### src/rtl/cpu_types_pkg.sv
// cpu_types_pkg: shared types and pipeline control encodings for the MIPS datapath
package cpu_types_pkg;
  typedef logic [4:0] regbits_t;
  typedef enum logic [1:0] {RUN, DWAIT, HALTED} hazard_state_t;
  // Bit order: {pcW, ifidW, idexW, exmemW, memwbW, ifidRST, idexRST, exmemRST}
  localparam logic [7:0] CTL_FREEZE = 8'b00000_000;
  localparam logic [7:0] CTL_RUN    = 8'b11111_000;
  localparam logic [7:0] CTL_BRANCH = 8'b11111_110;
  localparam logic [7:0] CTL_LDUSE  = 8'b00111_010;
  localparam logic [7:0] CTL_JUMP   = 8'b11111_100;
  localparam logic [7:0] CTL_IMISS  = 8'b01111_100;
  localparam int CTL_MEMWB = 3;
endpackage

### src/rtl/sat_counter.sv
// sat_counter: counter that increments on inc and sticks at all-ones
module sat_counter #(
  parameter int W = 16
) (
  input  logic         CLK,
  input  logic         nRST,
  input  logic         inc,
  output logic [W-1:0] cnt
);
  always_ff @(posedge CLK or negedge nRST)
    if (!nRST) cnt <= '0;
    else if (inc && cnt != '1) cnt <= cnt + 1'b1;
endmodule

### src/rtl/hazard_ctrl.sv
// hazard_ctrl: five-stage pipeline stall/flush sequencing with sticky halt
// and saturating stall/flush performance counters.
module hazard_ctrl
  import cpu_types_pkg::*;
#(
  parameter int CNT_W = 16
) (
  input  logic             CLK,
  input  logic             nRST,
  input  logic             ihit,
  input  logic             dhit,
  input  logic             memDRE,
  input  logic             memDWE,
  input  logic             memHALT,
  input  logic             exDRE,
  input  regbits_t         exrt,
  input  regbits_t         idrs,
  input  regbits_t         idrt,
  input  logic             exBrTaken,
  input  logic             idJump,
  output logic             pcW,
  output logic             ifidW,
  output logic             idexW,
  output logic             exmemW,
  output logic             memwbW,
  output logic             ifidRST,
  output logic             idexRST,
  output logic             exmemRST,
  output logic             halt,
  output logic [CNT_W-1:0] stallcnt,
  output logic [CNT_W-1:0] flushcnt
);
  hazard_state_t state, state_nx;
  logic [7:0] ctl;
  logic stall_inc, flush_inc, load_use, dmiss;
  assign load_use = exDRE && exrt != '0 && (exrt == idrs || exrt == idrt);
  assign dmiss = (memDRE || memDWE) && !dhit;
  assign {pcW, ifidW, idexW, exmemW, memwbW, ifidRST, idexRST, exmemRST} = ctl;
  always_comb begin
    ctl = CTL_FREEZE;
    stall_inc = 1'b0;
    flush_inc = 1'b0;
    state_nx = state;
    if (nRST && state != HALTED) begin
      if (dmiss) begin
        state_nx = DWAIT;
        stall_inc = 1'b1;
      end else begin
        state_nx = RUN;
        if (exBrTaken) begin
          ctl = CTL_BRANCH;
          flush_inc = 1'b1;
        end else if (load_use) begin
          ctl = CTL_LDUSE;
          stall_inc = 1'b1;
        end else if (idJump && ihit) begin
          ctl = CTL_JUMP;
          flush_inc = 1'b1;
        end else if (!ihit) begin
          ctl = CTL_IMISS;
          stall_inc = 1'b1;
        end else ctl = CTL_RUN;
        // Halt commits only once the halt instruction actually moves into WB
        if (memHALT && ctl[CTL_MEMWB]) state_nx = HALTED;
      end
    end
  end
  always_ff @(posedge CLK or negedge nRST)
    if (!nRST) begin
      state <= RUN;
      halt <= 1'b0;
    end else begin
      state <= state_nx;
      halt <= state_nx == HALTED;
    end
  sat_counter #(.W(CNT_W)) u_stall (.CLK(CLK), .nRST(nRST), .inc(stall_inc), .cnt(stallcnt));
  sat_counter #(.W(CNT_W)) u_flush (.CLK(CLK), .nRST(nRST), .inc(flush_inc), .cnt(flushcnt));
endmodule

### config.mk
export PLATFORM = sky130hd
export DESIGN_NAME = hazard_ctrl
export DESIGN_NICKNAME = d
export VERILOG_FILES = /design/src/rtl/cpu_types_pkg.sv /design/src/rtl/sat_counter.sv /design/src/rtl/hazard_ctrl.sv
export SDC_FILE = /design/constraint.sdc
export NUM_CORES = 1
export LEC_CHECK = 0
export ABC_AREA = 1
export CORE_ASPECT_RATIO = 0.9
export CORE_MARGIN = 3
export CORE_UTILIZATION = 44
export CTS_BUF_LIST = sky130_fd_sc_hd__clkbuf_16
export DETAILED_ROUTE_END_ITERATION = 16
export PLACE_DENSITY = 0.8
export SYNTH_ARGS = -nofsm -noshare
export SYNTH_HDL_FRONTEND = slang
export SYNTH_HIERARCHICAL = 1
export SYNTH_SLANG_ARGS = --single-unit
### constraint.sdc
create_clock -name CLK -period 1.85 [get_ports CLK]
set_input_delay 0.2775 -clock CLK [delete_from_list [all_inputs] [get_ports CLK]]
set_output_delay 0.2775 -clock CLK [all_outputs]
set_load 0.02 [all_outputs]
==> results.md <==
- Status: completed
- Fin Hold WS: 265.5 ps
- Die Y: 78.42 um
- Post-synthesis xor/xnor area fraction: 4.783%
- Vias after detailed routing: 2613
- 1st-pass router iterations: 4
- Vias in the first global route: 2456
- Area contributors post-synth: dfrtp_1, nand2_1, inv_1
- Setup violators final: 0
- Simple-Gate Fraction of Synth Area: 43.92%
- Worst min path class: in2async
- Worst path most repeated cell: inv_1
- Top-level I/O count: 66
- Fmax achieved: 0.5602 GHz
- H-tree depth: 2
- Crit-path slowest cell: dfrtp_1
- Slew Limit Fails: 0
- Synth Area in Adders: 0.9761%
- Share of cells above drive strength 1: 17.20%
- CTS sink count: 35
- CTS Hold Bufs: 0
- Synth cell types: 26
- Synth top area share: 34.16%
- Compound-Gate Fraction of Synth Area: 6.345%
- Initial Util: 47.10%
- RePlAce Congestion: 0.8317
- CP required: 1570 ps
- Root buf cell: clkbuf_16
- Worst-path maximum fanout: 5
- Drt wl/cell: 11.89 um
- Hpwl dp: 4.858 mm
- Post-Syn Area: 0.002564 sq mm
- Final count of hold timing violations: 0
- Syn_nets: 409
- DR DRC count: 0
- Share of flip-flops with an asynchronous set or reset: 100.0%
- Mux share of post-synthesis cell area: 0%
- Site Rows: 25
- Crit start category: flop
- Ys Warns: 6
- Largest family of logic cells by synthesized area: simple AND/OR/NAND/NOR gates
- Mean post-synth cell area: 6.711 sq um
- Largest net degree at the start of global routing: 36
- CP Class: reg2out
- Drt total wl: 6.326 mm
- CP cell instances: inv_1 -> a21oi_2 -> inv_1 -> nor2_4 -> inv_1 -> a21oi_1 -> buf_2
- GRT overflow: 0
- Clock Skews: 2.105 ps
- CP peak stage delay: 350 ps
- Core ar.: 0.005443 sq mm
- Port buffer count: 64
- CTS tree: done
- Inserted Diodes: 0
- Yosys reg bits: 35
- Post-DP Area: 0.003381 sq mm
- Static Leakage: 0.001701 uW
- Crit. End Element: primary output
- Later-pin clock latency in the skew report: 270 ps
- Peak supply drop: 0.6857 mV
- Total track usage: 19.67%
- Final Net Count: 492
- First-pass GRT wire length: 10.91 mm
- Seq/Total Area, Yosys: 34.16%
- Mapped Cells: 382
- P per Cell Area: 895.9 mW/mm^2
- Critical path's top delay family: buffers and inverters
- Clk slew on worst S/H paths: 50 ps
- MaxCap Viol Count: 0
- RSZ-0062 raised after global routing: true
- Fin crit share: 96.49%
- CTS Buf Count: 5
- Die ar.: 0.006780 sq mm
- Leading area contributor after synthesis: dfrtp_1
- Die X-Extent: 86.46 um
- Crit path buf inv count: 4
- Post-route cell area: 0.003552 sq mm
- Final min period: 1785 ps
- Via/cell ratio: 4.912
- CTS max path bufs: 2
- Post-synth EDFFs: 0
- Primary FF master, synth: dfrtp_1
- Initial antenna violation count: 0
- Number of DRC markers in iteration 0: 161
- CP arrival: 1510 ps
- Detail Route Antenna Nets: 0
- Area growth, synth to finish: 38.56%
-- timing repair --
item / CTS / global route
setup buffers: 0 / 1
endpoints found under the setup margin: 24 / 39
pin swaps: 8 / 11
gates resized for setup: 41 / 15
-- Yosys cell counts (3+ instances only) --
library cell,number
a21oi_1,3
buf_4,3
buf_6,4
dfrtp_1,35
inv_1,42
inv_2,6
nand2_1,154
nand2_2,9
nand3_1,16
nand4_1,11
nor2_1,39
nor2_2,6
nor2_4,9
o21ai_0,15
o21ai_2,4
xnor2_1,12
-- report_power, final --
part,switching (uW),internal (uW)
registers,223,922
clock network,301,483
logic,672,581
-- path summary, 6_finish.rpt --
| kind | slack [ps] | depth (start not counted) | startpoint | to |
|---|---|---|---|---|
| min | 270 | 2 | nRST | u_stall/cnt[10]$_DFFE_PN0P_ |
| max in group asynchronous | 1270 | 2 | nRST | u_flush/cnt[9]$_DFFE_PN0P_ |
| min reg2reg | 480 | 1 | state[0]$_DFF_PN0_ | halt$_DFF_PN0_ |
| max | 60 | 7 | state[0]$_DFF_PN0_ | idexRST |
| min in group CLK | 480 | 1 | state[0]$_DFF_PN0_ | halt$_DFF_PN0_ |
| max reg2reg | 180 | 13 | state[0]$_DFF_PN0_ | u_flush/cnt[15]$_DFFE_PN0P_ |
-- metrics by stage --
| stage | setup WS (ps) | power [uW] | instances | util, % | TNS [ps] |
|---|---|---|---|---|---|
| after floorplan | 94.70 | 1821 | 382 | - | 0 |
| final | 64.86 | 3182 | 532 | 65.26 | 0 |
| after detailed placement | -531.1 | 2416 | 524 | 62.11 | -12360 |
| after CTS | 9.921 | 3198 | 531 | 64.41 | 0 |
| after global placement | -476.1 | 2391 | 524 | 62.11 | -10230 |
| after global routing | -69.17 | 3387 | 532 | 65.26 | -105.4 |
-- placed cells by master, fill, tap and decap left out, types with 3 or more instances in the layout --
cell	Yosys	final
a21oi_1	3	3
buf_4	3	19
clkbuf_16	0	5
clkdlybuf4s15_2	0	3
clkdlybuf4s50_1	0	43
dfrtp_1	35	35
dlygate4sd2_1	0	10
dlymetal6s2s_1	0	4
inv_1	42	40
inv_2	6	8
nand2_1	154	152
nand2_2	9	10
nand3_1	16	16
nand4_1	11	11
nor2_1	39	35
nor2_2	6	9
nor2_4	9	10
o21ai_0	15	13
o21ai_2	4	5
xnor2_1	12	12
-- state kept, by name, summed over array words and instances, names as in the netlist --
signal       count
halt             1
u_flush/cnt     16
state            2
u_stall/cnt     16
-- cell type report --
| cell class | count | area [sq um] |
|---|---|---|
| inverter | 48 | 180.2 |
| fill | 494 | 1891 |
| sequential | 35 | 875.8 |
| tap | 67 | 83.83 |
| multi-input combinational | 292 | 1484 |
| clock inverter | 2 | 8.758 |
| clock buffer | 5 | 125.1 |
| timing repair buffer | 83 | 794.5 |
-- metal layers --
layer	part of all wire (%)	track usage [%]	vias up
met3	6.1	3.568	7
li1	-	-	1351
met1	43	26.00	1183
met4	1.3	5.919	0
met5	0	0	-
met2	49	32.57	72
-- logic make-up (layout without fill, tap and decap cells) --
family	count (synthesis)	count (layout)
and+or+nand+nor	248	248
buffers and inverters	55	138
DFF	35	35
AOI/OAI and AO/OA	27	27
xor gates and xnor gates	14	14
adders and majority gates	2	2
other	1	1
No activity file was read; power rests on OpenSTA's default activity.
